===== config.mk =====
export PLATFORM = sky130hd
export DESIGN_NAME = ex_csa_accum
export DESIGN_NICKNAME = d
export VERILOG_FILES = /design/src/rtl/ex_csa_accum.sv
export SDC_FILE = /design/constraint.sdc
export NUM_CORES = 1
export LEC_CHECK = 0
export CAP_MARGIN = 20
export CORE_ASPECT_RATIO = 0.9
export CORE_MARGIN = 2
export CORE_UTILIZATION = 58
export CTS_CLUSTER_DIAMETER = 50
export DETAILED_ROUTE_END_ITERATION = 16
export PLACE_DENSITY = 0.81
export SYNTH_ARGS = -nofsm -noshare
export SYNTH_HDL_FRONTEND = slang
export SYNTH_SLANG_ARGS = --single-unit

===== constraint.sdc =====
create_clock -name clock -period 4.9 [get_ports clock]
set_input_delay 0.98 -clock clock [delete_from_list [all_inputs] [get_ports clock]]
set_output_delay 0.98 -clock clock [all_outputs]
set_load 0.02 [all_outputs]

===== src/rtl/ex_csa_accum.sv =====
// ex_csa_accum: carry-save accumulator for 16-bit 3:2 compressor (P, Q) pairs.
// Each accepted pair is folded into a redundant sum/carry register with no
// carry propagation. On request, the running value is resolved by a split
// carry-propagate adder: the low 16 bits in one cycle and the upper
// ACC_BITS-16 bits in the next cycle.
// Optional feature macro: EX_CSA_ACC_CNT_EN builds a saturating 8-bit
// operand counter on outCount. Without it, outCount is tied to zero.
module ex_csa_accum #(
  parameter int unsigned ACC_BITS = 32
) (
  input  logic                clock,
  input  logic                reset,
  input  logic                inValid,
  input  logic [15:0]         inP,
  input  logic [15:0]         inQ,
  input  logic                inReq,
  input  logic                inClear,
  output logic                inReady,
  output logic                outValid,
  output logic [ACC_BITS-1:0] outSum,
  output logic [7:0]          outCount
);

  localparam int unsigned HI_BITS = ACC_BITS - 16;

  typedef enum logic [1:0] {ACC, RES_LO, RES_HI, DONE} stateT;

  stateT state, nextState;

  logic [ACC_BITS-1:0] regS, regC;
  logic [ACC_BITS-1:0] carryVec, pExt, qVec, s1, c1, s2, c2;
  logic [15:0]         loSum;
  logic                loCarry;
  logic [16:0]         loAdd;
  logic [HI_BITS-1:0]  hiAdd;

  // 4:2 compression of {regS, regC<<1, P, Q<<1} through two 3:2 levels.
  // regC holds carries at weight 2^(i+1), so the level-2 carry is stored unshifted.
  always_comb begin
    carryVec = regC << 1;
    pExt     = ACC_BITS'(inP);
    qVec     = ACC_BITS'(inQ) << 1;
    s1       = regS ^ carryVec ^ pExt;
    c1       = ((regS & carryVec) | (regS & pExt) | (carryVec & pExt)) << 1;
    s2       = s1 ^ c1 ^ qVec;
    c2       = (s1 & c1) | (s1 & qVec) | (c1 & qVec);
  end

  // Split carry-propagate adder halves for the two resolve cycles.
  always_comb begin
    loAdd = {1'b0, regS[15:0]} + {1'b0, carryVec[15:0]};
    hiAdd = regS[ACC_BITS-1:16] + carryVec[ACC_BITS-1:16] + HI_BITS'(loCarry);
  end

  // State register.
  always_ff @(posedge clock or posedge reset) begin
    if (reset) state <= ACC;
    else       state <= nextState;
  end

  // Next-state logic and handshake outputs.
  always_comb begin
    nextState = state;
    inReady   = 1'b0;
    outValid  = 1'b0;
    case (state)
      ACC: begin
        inReady = 1'b1;
        if (inReq) nextState = RES_LO;
      end
      RES_LO: nextState = RES_HI;
      RES_HI: nextState = DONE;
      DONE: begin
        inReady   = 1'b1;
        outValid  = 1'b1;
        nextState = inReq ? RES_LO : ACC;
      end
      default: nextState = ACC;
    endcase
    if (inClear) nextState = ACC;
  end

  // Redundant accumulator, low-half latch, and resolved result.
  always_ff @(posedge clock or posedge reset) begin
    if (reset) begin
      regS    <= '0;
      regC    <= '0;
      outSum  <= '0;
      loSum   <= '0;
      loCarry <= 1'b0;
    end else if (inClear) begin
      regS    <= '0;
      regC    <= '0;
      outSum  <= '0;
      loSum   <= '0;
      loCarry <= 1'b0;
    end else begin
      case (state)
        ACC, DONE: begin
          if (inValid) begin
            regS <= s2;
            regC <= c2;
          end
        end
        RES_LO: begin
          loSum   <= loAdd[15:0];
          loCarry <= loAdd[16];
        end
        RES_HI: begin
          // The resolved value re-enters the accumulator as a plain sum,
          // so accumulation continues from it with an empty carry vector.
          outSum <= {hiAdd, loSum};
          regS   <= {hiAdd, loSum};
          regC   <= '0;
        end
        default: ;
      endcase
    end
  end

`ifdef EX_CSA_ACC_CNT_EN
  logic [7:0] count;

  // Saturating count of accepted pairs since the last clear.
  always_ff @(posedge clock or posedge reset) begin
    if (reset)                                       count <= '0;
    else if (inClear)                                count <= '0;
    else if (inReady && inValid && (count != 8'hFF)) count <= count + 8'd1;
  end

  assign outCount = count;
`else
  assign outCount = '0;
`endif

endmodule


==> qor.yml <==
power_density_nw_per_um2: 414
insertion_delay_ps: 420
power_switching_share: 0.339
antenna_found_initial: 0
hp-start: "outSum[11]$_DFFE_PP0P_"
synth_area_leaders: "dfrtp_1 39%, fa_1 13%, ha_1 8.4%"
drv_cap: 0
clk_path_buf_depth: 2
power_leakage_nw: 4.05
wire_per_inst_um: 18.0
outcome: "complete, no violations"
crit_path_top_delay_cell: "clkdlybuf4s50_1"
rr_startpoint: "regC[21]$_DFFE_PP0P_"
worstSetupStartpoint: "state[0]$_DFFE_PP0P_"
grt_pass1_vias: 6098
combPwrFrac: 0.300
dpl.hpwl_um: 11800
yosysTopAreaCellShare: 0.385
cts_resized: 0
drtIter0Drc: 476
yosysUniqueCellTypes: 64
die_x_um: 123
instances_no_fill: 996
fill_cells: 845
area_delta_synth_final_pct: 19.9
hold_viol: 0
ant_nets: 0
synth_area_um2: 7340
synth_flop_cell: "dfrtp_1"
cts_tree: "yes"
nets: 955
path_class: "flop to output pin"
worst_ep_required_time_ps: 3920
dr.pass1.iters: 7
ioPinCount: 79
io_buffer_count: 70
pwr-share-clk: 0.379
rrSetupSlack_ps: 2220
finalSetupTns_ps: 0
rows: 38
start_kind: "flop"
seqPwrFrac: 0.321
fin_hold_ws_ps: 528
worst_path_largest_cell_delay_ps: 620
p_sw_mw: 1.23
die_area_um2: 13600
reg2reg_depth: 9
grt_usage: 0.284
cts_sinks: 113
cts_inserted_buffers: 17
htreeDepth: 4
synth-seq-area-share: 0.385
n_antenna_cell: 0
hp-class: "flop to flop"
postSynthAreaPerCell_um2: 9.66
cp.depth: 4
route.vias.total: 5852
p_int_mw: 2.41
place_area_um2: 8140
crit_path_max_fanout: 7
grt-ovfl-total: 0
ys_seq_elements: 113
wl_um: 17900
clock.fmax_ghz: 0.327
cp_common_cell: "inv_1"
finalSetupViolCount: 0
path_buf_inv: 3
grt_pass1_wl_um: 30000
yosysWarnings: 0
async_flop_share: 1.00
coreArea_um2: 12200
end_kind: "output pin"
postCtsSetupBuffers: 0
grt_max_degree: 67
path_clk_slew_ps: 50
route.detailed.drc: 0
path_cells: "inv_1, ha_1, inv_1, clkdlybuf4s50_1"
fin_area_um2: 8800
synth_cells: 760
grt_setup_unrepaired: "false"
cpLargestDelayFamily: "buffers and inverters"
period_share: 0.625
hold_depth: 2
tightest_slew_ps: 946
hold_buffers: 0
chipHeight_um: 111
worst_clock_skew_ps: 10.4
viasPerCell: 5.88
finalPower_mw: 3.65
relSlewSlack: 0.370
start_util: 0.601
placedCellCount: 963
synth_area_leader_cell: "dfrtp_1"
gp_congestion: 0.877
cts-root-buf: "clkbuf_16"
max-vdd-ir-drop_mv: 0.427
min_period_ps: 3060
synth_edf_count: 0
finalMaxSlewViolations: 0
arrival_ps: 2080
drive_above_1_share: 0.0730
power groups by stage:
stage          clock, mW  combinational [mW]  sequential, mW
2_1_floorplan          0               0.764            1.17
3_3_place_gp           0                1.01            1.17
3_5_place_dp           0                1.06            1.18
4_1_cts             1.39                1.09            1.17
5_1_grt             1.44                1.24            1.19
6_report            1.38                1.09            1.17
stage by stage:
stage                     worst slack (ps)   util
after floorplan                        933      -
after global placement                1800  0.666
after detailed placement              1700  0.666
after CTS                             1820  0.719
after global routing                  1740  0.720
final                                 1840  0.720
synth_stat cells (all sizes together) (5+ instances only):
| master | count |
|---|---|
| xor2 | 6 |
| a22o | 16 |
| nand2 | 106 |
| a31oi | 9 |
| dfrtp | 113 |
| mux2i | 21 |
| a211oi | 13 |
| a21o | 6 |
| nand2b | 5 |
| nor3 | 8 |
| clkbuf | 24 |
| o21ai | 45 |
| a221oi | 8 |
| ha | 49 |
| buf | 18 |
| nand4 | 6 |
| inv | 91 |
| nor2 | 56 |
| a21oi | 51 |
| fa | 46 |
| xnor2 | 14 |
cell type report:
| class | count | area (um^2) | area share |
|---|---|---|---|
| timing repair buffer | 79 | 767 | 0.0871 |
| clock buffer | 21 | 470 | 0.0535 |
| clock inverter | 11 | 183 | 0.0208 |
| sequential | 113 | 2830 | 0.321 |
| multi-input combinational | 521 | 4010 | 0.456 |
| inverter | 91 | 344 | 0.0391 |
| tap | 160 | 200 | 0.0227 |
worst register-to-register path, delay by kind of cell (launching register included):
| family | cells | cell delay (ps) |
|---|---|---|
| AOI/OAI and AO/OA | 4 | 1010 |
| adders and majority gates | 2 | 600 |
| DFF | 1 | 380 |
| muxes | 1 | 370 |
| and+or+nand+nor | 1 | 100 |
| buffers and inverters | 1 | 60 |
final timing paths:
path	endpoint
worst max-delay path	inReady
worst min-delay path	outSum[11]$_DFFE_PP0P_
worst max register to register	outSum[30]$_DFFE_PP0P_
worst min register to register	outSum[11]$_DFFE_PP0P_
max in group asynchronous	regC[13]$_DFFE_PP0P_
min in group asynchronous	outSum[4]$_DFFE_PP0P_
cell usage in the layout (no fill, tap or decap), types with 6 or more instances in the layout:
cell type / instances
a21o_1: 6
ha_1: 48
mux2i_1: 21
fa_1: 46
nor2_1: 55
a221oi_1: 8
a31oi_1: 8
clkdlybuf4s50_1: 69
conb_1: 8
a211oi_1: 11
dfrtp_1: 113
buf_4: 8
inv_1: 89
xor2_1: 6
xnor2_1: 14
clkbuf_16: 17
o21ai_0: 40
nor3_1: 7
a22o_1: 16
nand2_1: 105
a21oi_1: 50
nand4_1: 6
cells by family (layout without fill, tap and decap cells):
| logic type | count (synthesis) | in the layout | synth area share |
|---|---|---|---|
| simple gates | 199 | 199 | 0.115 |
| compound gates | 176 | 176 | 0.161 |
| buf+inv | 133 | 202 | 0.0731 |
| flops | 113 | 113 | 0.385 |
| fa+ha+maj | 95 | 95 | 0.209 |
| mux | 23 | 23 | 0.0317 |
| xor+xnor | 20 | 20 | 0.0239 |
| other cells | 1 | 8 | 0.000511 |
metal layers:
| layer | routed length (um) | part of all wire | vias to the layer above | GRT usage |
|---|---|---|---|---|
| li1 | - | - | 2658 | - |
| met1 | 7950 | 0.44 | 2935 | 0.395 |
| met2 | 8490 | 0.47 | 232 | 0.439 |
| met3 | 1210 | 0.067 | 27 | 0.0772 |
| met4 | 270 | 0.015 | 0 | 0.0851 |
| met5 | 0 | 0 | - | 0 |
registers in the layout, summed over array words and instances, names as in the netlist:
register	flops
regS	32
loSum	16
regC	30
outSum	32
state	2
loCarry	1
Note: power is estimated with default switching activity, not from simulation.
